--- src/rtl/vec_op_seq_if.sv ---
// Request/response bundle for vec_op_seq: operand request handshake in,
// registered three-component Q16.16 result handshake out.
interface vec_op_seq_if;
   logic               in_valid;
   logic               in_ready;
   logic        [2:0]  op;
   logic signed [31:0] a0, a1, a2;
   logic signed [31:0] b0, b1, b2;
   logic signed [31:0] s;
   logic               out_valid;
   logic               out_ready;
   logic signed [31:0] r0, r1, r2;
   logic               out_err;

   modport master (
      output in_valid, op, a0, a1, a2, b0, b1, b2, s, out_ready,
      input  in_ready, out_valid, r0, r1, r2, out_err
   );

   modport slave (
      input  in_valid, op, a0, a1, a2, b0, b1, b2, s, out_ready,
      output in_ready, out_valid, r0, r1, r2, out_err
   );
endinterface

--- src/rtl/vec_op_seq.sv ---
// Q16.16 vector op sequencer (ADD/SUB/DOT/CROSS/SCALE) sharing one 32x32
// signed multiplier, one product per CALC cycle, registered result.
module vec_op_seq (
   input  logic        clk,
   input  logic        rst,
   vec_op_seq_if.slave bus
);
   localparam logic [2:0] OP_ADD   = 3'd0;
   localparam logic [2:0] OP_SUB   = 3'd1;
   localparam logic [2:0] OP_DOT   = 3'd2;
   localparam logic [2:0] OP_CROSS = 3'd3;
   localparam logic [2:0] OP_SCALE = 3'd4;

   typedef enum logic [1:0] {S_IDLE, S_CALC, S_DONE} state_t;

   // Arithmetic shift floors toward -inf; size casts wrap without saturation.
   function automatic logic signed [31:0] f_q16_trunc32(input logic signed [63:0] v);
      return 32'(v >>> 16);
   endfunction

   function automatic logic signed [47:0] f_q16_trunc48(input logic signed [63:0] v);
      return 48'(v >>> 16);
   endfunction

   state_t             r_state;
   logic        [2:0]  r_k;
   logic signed [63:0] r_acc;
   logic               r_out_valid;
   logic               r_out_err;
   logic signed [31:0] r_r0, r_r1, r_r2;

   logic        [2:0]  r_op;
   logic signed [31:0] r_a0, r_a1, r_a2, r_b0, r_b1, r_b2, r_s;

   logic signed [31:0] w_x, w_y;
   logic signed [63:0] w_p;
   logic        [2:0]  w_n;
   logic               w_last;
   logic signed [47:0] w_dot_acc;
   logic signed [31:0] w_scale_r;
   logic signed [31:0] w_cross_r;

   // Multiplier operand select for the current step.
   always_comb begin
      w_x = '0;
      w_y = '0;
      w_n = 3'd1;
      case (r_op)
         OP_DOT, OP_SCALE: begin
            w_n = 3'd3;
            case (r_k)
               3'd0:    begin w_x = r_a0; w_y = r_b0; end
               3'd1:    begin w_x = r_a1; w_y = r_b1; end
               default: begin w_x = r_a2; w_y = r_b2; end
            endcase
            if (r_op == OP_SCALE) w_y = r_s;
         end
         OP_CROSS: begin
            w_n = 3'd6;
            case (r_k)
               3'd0:    begin w_x = r_a1; w_y = r_b2; end
               3'd1:    begin w_x = r_a2; w_y = r_b1; end
               3'd2:    begin w_x = r_a2; w_y = r_b0; end
               3'd3:    begin w_x = r_a0; w_y = r_b2; end
               3'd4:    begin w_x = r_a0; w_y = r_b1; end
               default: begin w_x = r_a1; w_y = r_b0; end
            endcase
         end
         default: w_n = 3'd1;
      endcase
   end

   assign w_p       = 64'(w_x) * 64'(w_y);
   assign w_last    = (r_k == w_n - 3'd1);
   assign w_dot_acc = r_acc[47:0] + f_q16_trunc48(w_p);
   assign w_scale_r = f_q16_trunc32(w_p);
   assign w_cross_r = f_q16_trunc32(r_acc - w_p);

   // Operands are captured only on the accept edge.
   always_ff @(posedge clk) begin
      if (r_state == S_IDLE && bus.in_valid) begin
         r_op <= bus.op;
         r_a0 <= bus.a0; r_a1 <= bus.a1; r_a2 <= bus.a2;
         r_b0 <= bus.b0; r_b1 <= bus.b1; r_b2 <= bus.b2;
         r_s  <= bus.s;
      end
   end

   always_ff @(posedge clk or posedge rst) begin
      if (rst) begin
         r_state     <= S_IDLE;
         r_k         <= '0;
         r_acc       <= '0;
         r_out_valid <= 1'b0;
         r_out_err   <= 1'b0;
         r_r0        <= '0;
         r_r1        <= '0;
         r_r2        <= '0;
      end else begin
         case (r_state)
            S_IDLE: begin
               if (bus.in_valid) begin
                  r_state <= S_CALC;
                  r_k     <= '0;
                  r_acc   <= '0;
               end
            end
            S_CALC: begin
               case (r_op)
                  OP_ADD: begin
                     r_r0 <= r_a0 + r_b0;
                     r_r1 <= r_a1 + r_b1;
                     r_r2 <= r_a2 + r_b2;
                  end
                  OP_SUB: begin
                     r_r0 <= r_a0 - r_b0;
                     r_r1 <= r_a1 - r_b1;
                     r_r2 <= r_a2 - r_b2;
                  end
                  OP_DOT: begin
                     r_acc <= {{16{w_dot_acc[47]}}, w_dot_acc};
                     if (w_last) begin
                        r_r0 <= w_dot_acc[31:0];
                        r_r1 <= '0;
                        r_r2 <= '0;
                     end
                  end
                  OP_SCALE: begin
                     case (r_k)
                        3'd0:    r_r0 <= w_scale_r;
                        3'd1:    r_r1 <= w_scale_r;
                        default: r_r2 <= w_scale_r;
                     endcase
                  end
                  OP_CROSS: begin
                     // Even step holds the first product; odd step subtracts and shifts once.
                     if (!r_k[0]) begin
                        r_acc <= w_p;
                     end else begin
                        case (r_k[2:1])
                           2'd0:    r_r0 <= w_cross_r;
                           2'd1:    r_r1 <= w_cross_r;
                           default: r_r2 <= w_cross_r;
                        endcase
                     end
                  end
                  default: begin
                     r_r0 <= '0;
                     r_r1 <= '0;
                     r_r2 <= '0;
                  end
               endcase
               if (w_last) begin
                  r_state     <= S_DONE;
                  r_out_valid <= 1'b1;
                  r_out_err   <= (r_op > OP_SCALE);
               end else begin
                  r_k <= r_k + 3'd1;
               end
            end
            S_DONE: begin
               if (bus.out_ready) begin
                  r_state     <= S_IDLE;
                  r_out_valid <= 1'b0;
               end
            end
            default: r_state <= S_IDLE;
         endcase
      end
   end

   assign bus.in_ready  = (r_state == S_IDLE);
   assign bus.out_valid = r_out_valid;
   assign bus.out_err   = r_out_err;
   assign bus.r0        = r_r0;
   assign bus.r1        = r_r1;
   assign bus.r2        = r_r2;
endmodule

--- src/flat_wrapper.sv ---
// flat-port wrapper written by rule: the top's interface ports become plain ports
module vec_op_seq_flat 
  (clk, rst, bus_in_valid, bus_op, bus_a0, bus_a1, bus_a2, bus_b0, bus_b1, bus_b2, bus_s, bus_out_ready, bus_in_ready, bus_out_valid, bus_r0, bus_r1, bus_r2, bus_out_err);
  vec_op_seq_if bus_i ();
  input  logic clk;
  input  logic rst;
  input wire logic [$bits(bus_i.in_valid)-1:0] bus_in_valid;
  input wire logic [$bits(bus_i.op)-1:0] bus_op;
  input wire logic [$bits(bus_i.a0)-1:0] bus_a0;
  input wire logic [$bits(bus_i.a1)-1:0] bus_a1;
  input wire logic [$bits(bus_i.a2)-1:0] bus_a2;
  input wire logic [$bits(bus_i.b0)-1:0] bus_b0;
  input wire logic [$bits(bus_i.b1)-1:0] bus_b1;
  input wire logic [$bits(bus_i.b2)-1:0] bus_b2;
  input wire logic [$bits(bus_i.s)-1:0] bus_s;
  input wire logic [$bits(bus_i.out_ready)-1:0] bus_out_ready;
  output wire logic [$bits(bus_i.in_ready)-1:0] bus_in_ready;
  output wire logic [$bits(bus_i.out_valid)-1:0] bus_out_valid;
  output wire logic [$bits(bus_i.r0)-1:0] bus_r0;
  output wire logic [$bits(bus_i.r1)-1:0] bus_r1;
  output wire logic [$bits(bus_i.r2)-1:0] bus_r2;
  output wire logic [$bits(bus_i.out_err)-1:0] bus_out_err;
  assign bus_i.in_valid = bus_in_valid;
  assign bus_i.op = bus_op;
  assign bus_i.a0 = bus_a0;
  assign bus_i.a1 = bus_a1;
  assign bus_i.a2 = bus_a2;
  assign bus_i.b0 = bus_b0;
  assign bus_i.b1 = bus_b1;
  assign bus_i.b2 = bus_b2;
  assign bus_i.s = bus_s;
  assign bus_i.out_ready = bus_out_ready;
  assign bus_in_ready = bus_i.in_ready;
  assign bus_out_valid = bus_i.out_valid;
  assign bus_r0 = bus_i.r0;
  assign bus_r1 = bus_i.r1;
  assign bus_r2 = bus_i.r2;
  assign bus_out_err = bus_i.out_err;
  vec_op_seq u_core (.clk(clk), .rst(rst), .bus(bus_i));
endmodule
--- config.mk ---
export PLATFORM = sky130hd
export DESIGN_NAME = vec_op_seq_flat
export DESIGN_NICKNAME = d
export VERILOG_FILES = /design/src/rtl/vec_op_seq_if.sv /design/src/rtl/vec_op_seq.sv /design/src/flat_wrapper.sv
export SDC_FILE = /design/constraint.sdc
export NUM_CORES = 2
export LEC_CHECK = 0
export CAP_MARGIN = 20
export CORE_ASPECT_RATIO = 2
export CORE_MARGIN = 2
export CORE_UTILIZATION = 40
export DETAILED_ROUTE_END_ITERATION = 16
export SLEW_MARGIN = 15
export SYNTH_ARGS = -nofsm -noshare
export SYNTH_HDL_FRONTEND = slang
export SYNTH_SLANG_ARGS = --single-unit
--- constraint.sdc ---
create_clock -name clk -period 11.2 [get_ports clk]
set_clock_uncertainty 0.1 [all_clocks]
set_input_delay 1.68 -clock clk [delete_from_list [all_inputs] [get_ports clk]]
set_output_delay 1.68 -clock clk [all_outputs]
set_load 0.05 [all_outputs]
## Word level (Yosys, flattened, before mapping)

Cells that the tools add are included.
Widths: inputs -> output; s select.

- Output and inout port bits: 99
- Input port bits: 231
- Bits in registers: 378

- Multipliers: 1
- Mux-type cells: 36
- Reduce and logical (&&, ||, !) cells: 22
- Add/subtract/negate cells: 10
- Equal/unequal tests: 26
- $lt $le $gt $ge: 1

Operators with widths:

| operator | count |
|---|---|
| $pmux 32 s5 | 3 |
| $mux 32 | 12 |
| $pmux 32 s2 | 6 |
| $pmux 48 s2 | 2 |
| $add 32x32->32 | 3 |
| $mux 48 | 2 |
| $sub 32x32->32 | 3 |
| $mul 32x32->64 | 1 |
| $add 48x48->48 | 1 |
| $sub 48x48->48 | 1 |
| $reduce_and 5->1 | 3 |
| $ne 2x2->1 const B | 7 |
| $reduce_or 2->1 | 7 |
| $eq 3x2->1 const B | 4 |
| $pmux 3 s2 | 2 |
| $ne 2x1->1 const B | 5 |
| $reduce_and 3->1 | 3 |
| $eq 3x1->1 const B | 2 |
| $eq 3x3->1 const B | 2 |
| $logic_not 3->1 | 2 |
| $mux 2 | 3 |
| $mux 3 | 2 |
| $ne 3x3->1 const B | 2 |
| $pmux 2 s3 | 1 |
| other kinds (13) | 17 |

## Logic depth before layout (Yosys ltp)

- Depth in word-level cells: 9
- Depth in mapped cells: 52
- Depth with buffers taken out: 48

## Least setup slack after synthesis

No wires, ideal clock.

- Path type: register -> register
- Start: register u_core.r_k[0]
- End: register u_core.r_r0[29] (netlist: u_core.bus.r0[29])
- Arrival time: 11.244 ns
- Cell stages (with the launch flop): 49
- Path buffers: 6
- Path slack: -0.292 ns
- Data required time: 10.952 ns
- Cell sequence: dfrtp_1 clkbuf_1 inv_1 ha_1 nor2b_1 or2_2 clkbuf_1 buf_1 a221o_1 o21ai_0 o22a_1 clkbuf_1 clkbuf_1 nor2_1 fa_1 fa_1 fa_1 inv_1 [... 13 more ...] a211o_1 and3b_1 o21bai_1 a21boi_0 xnor2_1 inv_1 ha_1 a21oi_1 o21bai_1 a21o_1 a21o_1 a21oi_1 o21bai_1 a21o_1 and2_1 or4_1 a31oi_1 a41oi_1

- Word-level cells in the longest chain between the ends: 9
- Elaborated cells between the ends (all ways): 29
- Those cells by class: 2 x add/sub; 1 x mul; 8 x eq/ne; 12 x mux; 6 x reduce/logical

RTL lines:

| what | RTL line | text |
|---|---|---|
| start: declaration | vec_op_seq.sv:26 | `logic [2:0] r_k;` |
| start signal: assignment | vec_op_seq.sv:158 | `r_k <= r_k + 3'd1;` |
| $eq 3x2->1, or another cell as far along | vec_op_seq.sv:60 | `case (r_k)` |
| $reduce_or 2->1 (no source line) or $pmux 32 s2 (tied branches) | -- |  |
| $pmux 32 s2 or $mux 32 (tied branches) | vec_op_seq.sv:60, vec_op_seq.sv:56 |  |
| $pmux 32 s2 | vec_op_seq.sv:48 | `case (r_op)` |
| $mul 32x32->64 | vec_op_seq.sv:73 | `assign w_p = 64'(w_x) * 64'(w_y);` |
| $sub 48x48->48 | vec_op_seq.sv:77 | `assign w_cross_r = f_q16_trunc32(r_acc - w_p);` |
| $mux 32 | vec_op_seq.sv:140 | `case (r_k[2:1])` |
| $mux 32 | vec_op_seq.sv:137 | `if (!r_k[0]) begin` |
| $pmux 32 s5 | vec_op_seq.sv:109 | `case (r_op)` |
| end signal: assignment | vec_op_seq.sv:111 | `r_r0 <= r_a0 + r_b0;` |
| end signal: assignment | vec_op_seq.sv:116 | `r_r0 <= r_a0 - r_b0;` |
| end signal: assignment | vec_op_seq.sv:141 | `2'd0: r_r0 <= w_cross_r;` |
| end: declaration | vec_op_seq.sv:30 | `logic signed [31:0] r_r0, r_r1, r_r2;` |

Several ways; a longest one is shown, not always the timed one. The select of a mux whose other input is x is not followed.
A chain may end at the register's enable or synchronous reset.

## Final worst setup path

- Start: register u_core.r_op[2]
- End: register u_core.r_acc[38]

- Word-level cells in the longest chain between the ends: 7
- Elaborated cells between the ends (all ways): 15
- Those cells by class: 1 x add/sub; 1 x mul; 5 x eq/ne; 6 x mux; 2 x reduce/logical

RTL lines:

| what | RTL line | text |
|---|---|---|
| start: declaration | vec_op_seq.sv:32 | `logic [2:0] r_op;` |
| start signal: assignment | vec_op_seq.sv:82 | `r_op <= bus.op;` |
| $eq 3x2->1 or $eq 3x3->1 (tied branches) | vec_op_seq.sv:48, vec_op_seq.sv:109, vec_op_seq.sv:56 |  |
| $reduce_or 2->1 or $mux 32 (tied branches) | vec_op_seq.sv:48, vec_op_seq.sv:56 |  |
| $pmux 32 s2 | vec_op_seq.sv:48 |  |
| $mul 32x32->64 | vec_op_seq.sv:73 |  |
| $add 48x48->48 or $mux 48 (tied branches) | vec_op_seq.sv:75, vec_op_seq.sv:137 |  |
| $pmux 48 s2 | vec_op_seq.sv:109 |  |
| $pmux 48 s2 | vec_op_seq.sv:100 | `case (r_state)` |
| end signal: assignment | vec_op_seq.sv:121 | `r_acc <= {{16{w_dot_acc[47]}}, w_dot_acc};` |
| end signal: assignment | vec_op_seq.sv:138 | `r_acc <= w_p;` |
| end: declaration | vec_op_seq.sv:27 | `logic signed [63:0] r_acc;` |

Several ways; a longest one is shown, not always the timed one. The select of a mux whose other input is x is not followed.

==> impl_metrics.toml <==
[layout]
final_common_cell = "inv_1"
largest_reg_flops = 48
multi_input_area_sq_mm = 0.0499
fin_cells = 10500
regArea_sq_mm = 0.0106
largest-register = "u_core.r_acc"
fill_cells = 14500
syn_to_final_growth_pct = 32.7
drive_above_1_share_pct = 22.7
mostFrequentLayoutCells = "1160 x inv_1, 1080 x buf_4, 1026 x fa_1, 814 x nor2_1, 714 x nand2_1"
nNetsFinal = 10000

[worst_setup_path]
cp-start-kind = "register"
rr_endpoint = "u_core.r_acc[38]"
path_delay_family = "adder cells"
cp_common_cell = "fa_1"
crit_type = "register to register"
slowest_stage = "fa_2"
reg2reg_from = "u_core.r_op[2]"
path_max_fanout = 23
required_ps = 11630
reg2reg_slack_ps = -190
cp_num_buf_inv = 11
worstPathArrival_ps = 11830
r2r_cells = 42
max_stage_delay_ps = 720
crit_path_end_kind = "register"

[clock_tree]
cts-buffers-inserted = 38
clockBufferDepth = 3
cts_num_sinks = 378
h-tree-depth = 2
clockRootBuffer = "clkbuf_16"
tritoncts = "done"
postCtsHoldBufs = 0
clkTransAtPathRegs_ps = 70
clock_latency_ps = 660

[drt]
drt_iter0_drc = 4352
ant_nets = 0
route.vias.total = 59700
drc = 0
avgViaCountPerCell = 5.71
dr.pass1.iters = 8
wl_per_cell_um = 30.4
routed_wl_mm = 318

[timing]
hold_violations = 0
post-route-period-util_pct = 102
worst_slew_pin_slew_ps = 1340
setup_violations = 19
slew_headroom_pct = 10.0
fin_ws_ps = -192
slew_violations = 0
rsz0062_at_grt = "yes"
fmax_mhz = 87.8
period_minus_slack_ps = 11390

[global_routing]
gr-usage-all-layers_pct = 39.2
grt_pass1_wl_mm = 444
first_global_vias = 64000
antenna_found_initial = 13
grt_max_degree = 159
overflow = 0

[synth]
syn_nets = 8743
muxShareOfSynthArea_pct = 0.327
synth_compound_gate_area_share_pct = 14.3
synthAdderAreaFrac_pct = 41.9
synth_top_family_by_area = "adder cells"
synthSimpleGateAreaFrac_pct = 13.6
async_flop_share_pct = 39.9
synth-seq-cells = 378
ys.flop_type = "edfxtp_1"
ys_warn_count = 0
synthesis.area_sq_mm = 0.0632
syn_avg_cell_area_sq_um = 8.96
synth_cell_type_count = 87
syn_inst = 7046
synth_edf_count = 227
synth-xor-area-share_pct = 4.03
synth_seq_area_share_pct = 16.8

[min_path]
hold_class = "register to register"
min_from = "u_core.bus.r2[0]"
whs_endpoint = "u_core.bus.r2[0]"
holdPathStages = 1

[run]
maxCapViolations = 0

[outcome]
violations = "negative setup slack"
status = "finished, violations left"

[placed_design]
port_buffers = 329
placed_cells_incl_taps = 10200
hpwl_mm = 268
place_congestion = 1.10

[floorplan]
die-area_sq_mm = 0.161
core_area_sq_mm = 0.157
die-width_um = 285
die-height_um = 566
initial_core_util_pct = 40.2
io_pins = 330
num_rows = 206
==> Yosys cell counts, types with 16 or more instances <==
| cell | instances | area share (%) |
|---|---|---|
| nand4_1 | 31 | 0.31 |
| a31oi_1 | 81 | 0.80 |
| ha_1 | 380 | 7.5 |
| nand2b_1 | 38 | 0.38 |
| a211oi_1 | 26 | 0.31 |
| nor2b_1 | 32 | 0.32 |
| o21a_1 | 41 | 0.49 |
| xor2_1 | 113 | 1.6 |
| inv_1 | 1181 | 7.0 |
| buf_1 | 32 | 0.19 |
| or3_1 | 21 | 0.21 |
| o21ai_0 | 256 | 2.0 |
| a221oi_1 | 59 | 0.82 |
| o21bai_1 | 40 | 0.48 |
| and3_1 | 31 | 0.31 |
| o22a_1 | 27 | 0.37 |
| edfxtp_1 | 227 | 11 |
| o31ai_1 | 25 | 0.30 |
| nor3_1 | 49 | 0.39 |
| a21o_1 | 113 | 1.3 |
| and2_1 | 32 | 0.32 |
| o211ai_1 | 25 | 0.30 |
| xnor2_1 | 171 | 2.4 |
| a41oi_1 | 19 | 0.26 |
| clkbuf_1 | 316 | 1.9 |
| dfrtp_1 | 151 | 6.0 |
| a22oi_1 | 81 | 0.96 |
| a221o_1 | 52 | 0.82 |
| a21oi_1 | 357 | 2.8 |
| nand2_1 | 721 | 4.3 |
| nor2_1 | 853 | 5.1 |
| fa_1 | 1086 | 34 |
| a211o_1 | 16 | 0.22 |
| o22ai_1 | 36 | 0.36 |
| nand3_1 | 74 | 0.59 |
| or2_2 | 49 | 0.49 |
==> worst reg2reg max path, delay by kind of cell (launching register included) <==
family / cells / cell delay, ps
fa+ha+maj: 10 / 4770
compound gates: 15 / 3290
buf+inv: 11 / 1520
simple gates: 6 / 1140
flops: 1 / 450
==> area by class of cell <==
| cell class | count | share of cell area [%] |
|---|---|---|
| sequential | 378 | 12.6 |
| clock buffer | 43 | 1.19 |
| multi-input combinational | 5137 | 59.6 |
| timing repair buffer | 1599 | 17.8 |
| clock inverter | 27 | 0.346 |
| antenna | 12 | 0.0358 |
| tap | 2080 | 3.11 |
| inverter | 1181 | 5.32 |
==> cells by family after synthesis <==
| kind of cell | Yosys count |
|---|---|
| fa+ha+maj | 1466 |
| buf+inv | 1531 |
| mux | 20 |
| xor+xnor | 287 |
| compound gates | 1365 |
| flops | 378 |
| simple gates | 1999 |
==> through the flow <==
stage          setup WS [ps]  util (%)  cell area (sq um)  hold WS, ps  setup TNS [ps]
6_report                -192      53.3              83800          395           -1560
5_1_grt                 -447      53.3              83800          416          -16230
3_5_place_dp           -1450      49.7              78200          383          -76500
2_1_floorplan          -16.6         -              63200          405           -16.6
4_1_cts                -68.8      51.9              81500          399            -171
3_3_place_gp           -1380      49.7              78100          380          -72170
==> repair_timing <==
item,in CTS,in global routing
hold endpoints to repair,0,0
resized for setup,306,319
setup endpoints to repair,108,114
pin swaps,118,215
cloned,4,5
setup buffers,69,60
==> metal layers <==
metal	wire length, um	share of wire (%)	global-route usage, %
met3	16300	5.1	5.54
met4	46100	15	44.2
met5	0	0	0
met1	94500	30	36.4
met2	161000	51	68.9
==> worst max-delay path by stage <==
stage                         startpoint                 to  depth (start not counted)
after floorplan            u_core.r_k[0]  u_core.bus.r0[29]                         48
after global placement     u_core.r_k[0]  u_core.bus.r2[27]                         48
after detailed placement   u_core.r_k[1]  u_core.bus.r2[27]                         48
after CTS                  u_core.r_k[0]  u_core.bus.r0[29]                         46
after global routing       u_core.r_k[1]   u_core.r_acc[38]                         49
final                     u_core.r_op[2]   u_core.r_acc[38]                         42
Power is not shown: default switching activity piles up to over one toggle a cycle in this logic, so the estimate is an artifact.
